### src/rtl/au_addsub_issue.sv
// au_addsub_issue: issue/retire stage for the 32-bit CLA add/sub unit.
// Queues ops in a small FIFO, sequences one op at a time through the external
// adder (EXEC -> CAPT -> OUT), computes signed overflow and returns a tagged
// result over a valid/ready handshake.
// Optional feature macro: AU_SAT_EN -- saturate out_s on signed overflow.
module au_addsub_issue #(
  parameter int unsigned W     = 32,
  parameter int unsigned DEPTH = 4,
  parameter int unsigned TAG_W = 4
) (
  input  logic             clk,
  input  logic             rst_n,
  input  logic             in_valid,
  output logic             in_ready,
  input  logic [W-1:0]     in_a,
  input  logic [W-1:0]     in_b,
  input  logic             in_sub,
  input  logic [TAG_W-1:0] in_tag,
  output logic [W-1:0]     add_a,
  output logic [W-1:0]     add_b,
  output logic             add_ctrl,
  output logic             add_en,
  input  logic [W-1:0]     add_s,
  input  logic             add_cout,
  output logic             out_valid,
  input  logic             out_ready,
  output logic [W-1:0]     out_s,
  output logic             out_cout,
  output logic             out_ovf,
  output logic [TAG_W-1:0] out_tag
);

  localparam int unsigned PTR_W = (DEPTH > 1) ? $clog2(DEPTH) : 1;
  localparam int unsigned CNT_W = $clog2(DEPTH + 1);
  localparam int unsigned ENT_W = 2 * W + 1 + TAG_W;

  typedef enum logic [1:0] {
    S_IDLE = 2'd0,
    S_EXEC = 2'd1,
    S_CAPT = 2'd2,
    S_OUT  = 2'd3
  } state_t;

  state_t             state_q;
  state_t             state_d;

  logic [ENT_W-1:0]   mem [DEPTH];
  logic [PTR_W-1:0]   wr_ptr;
  logic [PTR_W-1:0]   rd_ptr;
  logic [CNT_W-1:0]   count;
  logic [CNT_W-1:0]   count_d_c;
  logic [ENT_W-1:0]   head_c;

  logic               push_c;
  logic               pop_c;
  logic               cap_cout_c;
  logic               load_out_c;

  logic [TAG_W-1:0]   tag_r;
  logic               cout_r;

  logic [W-1:0]       b_eff_c;
  logic               ovf_c;
  logic [W-1:0]       res_s_c;

  assign push_c = in_valid & in_ready;
  assign head_c = mem[rd_ptr];

  // FIFO occupancy after this cycle's push/pop
  always_comb begin
    count_d_c = count;
    case ({push_c, pop_c})
      2'b10:   count_d_c = count + CNT_W'(1);
      2'b01:   count_d_c = count - CNT_W'(1);
      default: count_d_c = count;
    endcase
  end

  // FIFO storage; contents need no reset since occupancy is tracked by count
  always_ff @(posedge clk) begin
    if (push_c) begin
      mem[wr_ptr] <= {in_a, in_b, in_sub, in_tag};
    end
  end

  // FSM state register
  always_ff @(posedge clk) begin
    if (!rst_n) begin
      state_q <= S_IDLE;
    end else begin
      state_q <= state_d;
    end
  end

  // FSM next-state and datapath strobes
  always_comb begin
    state_d    = state_q;
    pop_c      = 1'b0;
    cap_cout_c = 1'b0;
    load_out_c = 1'b0;
    case (state_q)
      S_IDLE: begin
        if (count != '0) begin
          pop_c   = 1'b1;
          state_d = S_EXEC;
        end
      end
      S_EXEC: begin
        cap_cout_c = 1'b1;
        state_d    = S_CAPT;
      end
      S_CAPT: begin
        load_out_c = 1'b1;
        state_d    = S_OUT;
      end
      S_OUT: begin
        if (out_ready) begin
          if (count != '0) begin
            pop_c   = 1'b1;
            state_d = S_EXEC;
          end else begin
            state_d = S_IDLE;
          end
        end
      end
      default: state_d = S_IDLE;
    endcase
  end

  // Signed overflow from the operands actually presented to the adder
  always_comb begin
    b_eff_c = add_ctrl ? ~add_b : add_b;
    ovf_c   = (add_a[W-1] == b_eff_c[W-1]) & (add_s[W-1] != add_a[W-1]);
  end

`ifdef AU_SAT_EN
  // Clamp to the extreme of add_a's sign on overflow
  always_comb begin
    res_s_c = add_s;
    if (ovf_c) begin
      res_s_c = add_a[W-1] ? {1'b1, {(W-1){1'b0}}} : {1'b0, {(W-1){1'b1}}};
    end
  end
`else
  // Raw wrapping sum
  always_comb begin
    res_s_c = add_s;
  end
`endif

  // FIFO pointers, op registers and result registers
  always_ff @(posedge clk) begin
    if (!rst_n) begin
      wr_ptr    <= '0;
      rd_ptr    <= '0;
      count     <= '0;
      in_ready  <= 1'b0;
      add_a     <= '0;
      add_b     <= '0;
      add_ctrl  <= 1'b0;
      add_en    <= 1'b0;
      tag_r     <= '0;
      cout_r    <= 1'b0;
      out_valid <= 1'b0;
      out_s     <= '0;
      out_cout  <= 1'b0;
      out_ovf   <= 1'b0;
      out_tag   <= '0;
    end else begin
      if (push_c) begin
        wr_ptr <= wr_ptr + PTR_W'(1);
      end
      if (pop_c) begin
        rd_ptr <= rd_ptr + PTR_W'(1);
        {add_a, add_b, add_ctrl, tag_r} <= head_c;
      end
      count     <= count_d_c;
      in_ready  <= (count_d_c < CNT_W'(DEPTH));
      add_en    <= (state_d == S_EXEC);
      out_valid <= (state_d == S_OUT);
      if (cap_cout_c) begin
        cout_r <= add_cout;
      end
      if (load_out_c) begin
        out_s    <= res_s_c;
        out_cout <= cout_r;
        out_ovf  <= ovf_c;
        out_tag  <= tag_r;
      end
    end
  end

endmodule

### config.mk
export PLATFORM = sky130hd
export DESIGN_NAME = au_addsub_issue
export DESIGN_NICKNAME = d
export VERILOG_FILES = /design/src/rtl/au_addsub_issue.sv
export SDC_FILE = /design/constraint.sdc
export NUM_CORES = 1
export LEC_CHECK = 0
export ABC_AREA = 1
export BUFFER_PORTS_ARGS = -buffer_cell sky130_fd_sc_hd__buf_4
export CAP_MARGIN = 15
export CORE_MARGIN = 2
export CORE_UTILIZATION = 40
export CTS_BUF_LIST = sky130_fd_sc_hd__clkbuf_16
export DETAILED_ROUTE_END_ITERATION = 10
export GPL_TIMING_DRIVEN = 0
export PLACE_DENSITY_LB_ADDON = 0.05
export REMOVE_ABC_BUFFERS = 1
export SLEW_MARGIN = 20
export SYNTH_ARGS = -nofsm -noshare
export SYNTH_HDL_FRONTEND = slang
export SYNTH_SLANG_ARGS = --single-unit
export TNS_END_PERCENT = 100
### constraint.sdc
create_clock -name clk -period 12.5 [get_ports clk]
set_clock_uncertainty 0.1 [all_clocks]
set_input_delay 0 -clock clk [delete_from_list [all_inputs] [get_ports clk]]
set_output_delay 0 -clock clk [all_outputs]
set_load 0.02 [all_outputs]
## After elaboration in Yosys (flattened, before gate mapping)

Memory sizes are Yosys's and may differ from the RTL's. A register that Yosys moved wholly into a read port is not among the register bits.
Cells that the tools add are included.

| word-level totals | value |
|---|---|
| flip-flop bits (word level) | 51 |
| bits in latches | 0 |
| bits in writable memories | 276 |
| memory bits (read-only) | 0 |
| input port bits | 106 |
| output and inout bits | 106 |
| logic and storage cells | 46 |
| memories kept | 1 |

Memory list:

| memory | depth | bits a word | read ports | clocked after Yosys merged registers in | write ports | RTL line | text |
|---|---|---|---|---|---|---|---|
| mem | 4 | 69 | 1 | 1 | 1 | 47 | `logic [ENT_W-1:0] mem [DEPTH];` |

| operators by class | value |
|---|---|
| $add $sub $neg | 4 |
| multiply operators | 0 |
| divide/modulo/power cells | 0 |
| $lt $le $gt $ge | 1 |
| equality and inequality tests | 9 |
| shifts and indexed selects | 0 |
| mux-type cells | 13 |
| bitwise operators | 3 |
| reduce and logical (&&, ||, !) cells | 3 |

Operator list:

| kind | number |
|---|---|
| $mux 32 | 1 |
| $not 32->32 | 1 |
| $eq 2x2->1 const B | 4 |
| $pmux 2 s4 | 1 |
| $mux 1 | 7 |
| $eq 2x1->1 const B | 3 |
| $pmux 3 s2 | 1 |
| $add 2x1->2 const B | 2 |
| $mux 2 | 2 |
| $add 3x1->3 const B | 1 |
| $lt 3x3->1 const B | 1 |
| $reduce_bool 3->1 | 1 |
| $sub 3x1->3 const B | 1 |
| $and 1x1->1 | 2 |
| $logic_not 2->1 | 1 |
| $pmux 1 s2 | 1 |
| $eq 1x1->1 | 1 |
| $logic_not 1->1 | 1 |
| $ne 1x1->1 | 1 |

## Depth between registers and ports, before layout

| logic depth | value |
|---|---|
| depth in word-level cells | 7 |
| depth in mapped cells | 15 |
| mapped depth without buffers | 13 |

## Least setup slack after synthesis

No wires, ideal clock.

| path | value |
|---|---|
| path type | register to register |
| start point | reg in_ready |
| end point | mem mem[0][0] (netlist name) (enable) |
| library setup time | 497 ps |
| data arrival time | 3543 ps |
| data required time | 11903 ps |
| path slack | 8361 ps |
| stages on the path, launching flop included | 3 |
| path buffers | 0 |
| period minus slack after synthesis | 4139 ps |
| cells stage by stage | dfxtp_1 -> nand2_1 -> nor2_1 |

| on the way | value |
|---|---|
| cells in the longest elaborated chain, start to end | 3 |

Ends and longest elaborated chain:

| element | RTL line | text |
|---|---|---|
| from (decl) | 14 | `output logic in_ready,` |
| from (signal assigned) | 178 | `in_ready <= (count_d_c < CNT_W'(DEPTH));` |
| $and 1x1->1 | 66 | `assign push_c = in_valid & in_ready;` |
| $mux 1 | 81 | `if (push_c) begin` |
| $mux 1 (not written as such) | 82 | `mem[wr_ptr] <= {in_a, in_b, in_sub, in_tag};` |
| to (decl) | 47 |  |

Every way passes these cells.

## Worst setup path after layout

| path | value |
|---|---|
| start point | reg state_q[1] |
| end point | reg in_ready |

| on the way | value |
|---|---|
| cells in the longest elaborated chain, start to end | 5 |
| elaborated cells on any way between the ends | 7 |
| classes of those cells | 1 x order compare; 3 x eq/ne; 2 x mux; 1 x reduce/logical |

Ends and longest elaborated chain:

| element | RTL line | text |
|---|---|---|
| from (decl) | 44 | `state_t state_q;` |
| from (signal assigned) | 91 | `state_q <= state_d;` |
| $eq 2x2->1 or $logic_not 2->1 (tied branches) | 101 | `case (state_q)` |
| $pmux 1 s2 (*) | 101 |  |
| net pop_c | 55 | `logic pop_c;` |
| $eq 2x1->1 or $eq 2x2->1 (tied branches) | 72 | `case ({push_c, pop_c})` |
| $pmux 3 s2 (*) | 72 |  |
| $lt 3x3->1 (*) | 178 |  |

The timed path passes the listed nets; every way through them passes the cells marked *.
A chain may end at the register's enable or synchronous reset.

==> out/results.ini <==
[outcome]
status = finished clean

[floorplan]
initial_core_util = 0.405
die_h_microns = 205
die_area_sq_um = 41900
die_w_microns = 205
num_rows = 73
core-area_sq_um = 39700
ios = 212

[cells_and_area]
layout_commonest_cell = nand2_1
final_cell_mix = 647 x nand2_1, 276 x edfxtp_1, 248 x inv_1, 215 x nor2_1, 210 x buf_4
fillers = 3590
fin_nets = 2144
diodes = 0
drive_above_1_share = 0.145
syn2layout_area_growth_pct = 29.6

[logic_synthesis]
syn-instance-count = 1723
yosysUniqueCellTypes = 22
synthesis.area_sq_um = 16100
avgSynthCellArea_sq_um = 9.34
synth_warnings = 0
synth-seq-cells = 396
ys_seq_area_frac = 0.664

[routing]
drc = 0
drt-initial-drc-count = 582
wire_per_inst_microns = 14.1
viasPerCell = 4.41
wl_met2_mm = 17.5
antenna_left = 0
drt-met1-wl_mm = 16.6
vias = 11400
dr_wl_met3_mm = 1.65
highest_layer = met4
drt_first_pass_iters = 4
drt_wl_total_mm = 36.6

[setup_path]
critPathLaunchType = flop
max_stage_delay_ns = 0.41
endpoint_kind = flop
path_class = flop to flop
crit_slowest_cell = dfxtp_1
worst-path-max-fanout = 42
cp.required_ns = 12.83
worstPathArrival_ns = 3.23
path_cells = inv_1 > ha_1 > inv_1 > nand2_1 > nand3_4 > buf_12 > inv_1 > ha_1 > fa_1 > or2_2 > nand3_1 > nand2_1 > nand2_1 > nor2_1

[pwr]
ir_worst_vdd_mv = 0.138
p_leak_uw = 0.00961
total_power_uw = 4140
power-per-cell-area_nw_per_um2 = 199

[sta]
hold_viol = 0
finalMaxSlewViolations = 0
finalCritPeriodShare = 0.232
slew_headroom = 0.342
timing.hold.ws_ns = 0.0622
rsz0062_at_grt = false
final.setup.tns_ns = 0
setup_violations = 0
min_period_ns = 2.90
fmax_ghz = 0.345
worstMarginPinSlew_ns = 0.987

[clocking]
clockBufferDepth = 3
cts_tree = built
numCtsBuffers = 44
clock-sinks = 396
cts-root-buf = clkbuf_16
clk_pin_slew_ns = 0.06
clkLatencyLatePin_ns = 0.55
htreeDepth = 2

[placed_design]
hpwl_mm = 21.1
io_buffers = 211
globalplace.congestion = 0.727

[global_routing]
grt_pass1_vias = 11000
grt_pass1_wl_mm = 58.0
grt_max_degree = 115
overflow = 0
grt.total_usage = 0.177
antenna_found_initial = 0

[min_path]
min-delay-path-class = primary input to flop

[job]
maxCapViolCount = 0

==> Yosys cell counts <==
library cell / n / area, sq um
a21oi_1: 10 / 50.1
buf_1: 3 / 11.3
buf_2: 37 / 185
buf_4: 14 / 105
buf_6: 5 / 56.3
clkbuf_1: 22 / 82.6
clkinv_1: 1 / 3.75
dfxtp_1: 120 / 2400
edfxtp_1: 276 / 8290
fa_1: 1 / 20.0
ha_1: 10 / 125
inv_1: 229 / 860
inv_2: 2 / 7.51
nand2_1: 647 / 2430
nand2_2: 1 / 6.26
nand3_1: 75 / 375
nand3_2: 1 / 10.0
nand4_1: 3 / 18.8
nor2_1: 219 / 822
nor2_2: 1 / 6.26
o21ai_0: 45 / 225
or2_2: 1 / 6.26
==> metal layers <==
metal	track usage	vias up
li1	-	5947
met1	0.227	5199
met2	0.308	197
met3	0.0286	54
met4	0.0546	0
met5	0	-
==> metrics by stage <==
step	utilization	cells	worst slack (ns)	cell area, sq um
2_1_floorplan	-	1642	7.57	15700
3_3_place_gp	0.450	2378	2.54	17900
3_5_place_dp	0.466	2402	9.60	18500
4_1_cts	0.525	2585	9.57	20900
5_1_grt	0.525	2585	9.40	20900
6_report	0.525	2585	9.60	20900
==> sequential cells by signal (all words and copies together), names as in the netlist, named ones only <==
signal	cells
cout_r	1
count	2
out_valid	1
add_ctrl	1
out_tag	4
out_s	32
in_ready	1
tag_r	4
add_en	1
wr_ptr	2
add_b	32
rd_ptr	2
state_q	2
out_ovf	1
mem	276
add_a	32
out_cout	1
==> power by group <==
| group | leakage (uW) | switching [uW] | internal, uW |
|---|---|---|---|
| registers | 0.00349 | 93.2 | 1580 |
| logic | 0.00541 | 811 | 484 |
| clock network | 0.000714 | 487 | 686 |
==> cell type report <==
cell class | instances | area (sq um) | share of cell area
clock inverters | 34 | 185 | 0.00888
clock buffers | 45 | 1130 | 0.0540
flip-flops and latches | 396 | 10700 | 0.513
multi-input cells | 1014 | 4130 | 0.198
well taps | 525 | 657 | 0.0315
repair buffers | 339 | 3180 | 0.153
inverters | 232 | 881 | 0.0422
==> path summary, 6_finish.rpt <==
kind / start / end / slack (ns) / cells past startpoint
max: state_q[1] / in_ready / 9.60 / 14
min: in_valid / wr_ptr[1] / 0.06 / 3
max reg2reg: state_q[1] / in_ready / 9.60 / 14
min reg2reg: tag_r[3] / out_tag[3] / 0.35 / 2
==> critical path, delay by kind of cell, from the launching register on <==
kind | cells | cell delay [ns]
AND/OR/NAND/NOR | 7 | 0.93
adder cells (fa/ha/maj) | 3 | 0.79
buffers and inverters | 4 | 0.54
flip-flops | 1 | 0.41
==> logic make-up after synthesis <==
kind of cell	count (synthesis)	share of synthesized area
simple gates	948	0.228
compound gates	55	0.0171
flops	396	0.664
buf+inv	313	0.0815
fa+ha+maj	11	0.00902
==> repair_timing <==
| item | in CTS | in global routing |
|---|---|---|
| endpoints found under the hold margin | 383 | 0 |
| buffers inserted | 0 | 0 |
| gates resized for setup | 0 | 0 |
| hold buffers | 104 | 0 |
Note: power is estimated with default switching activity, not from simulation.
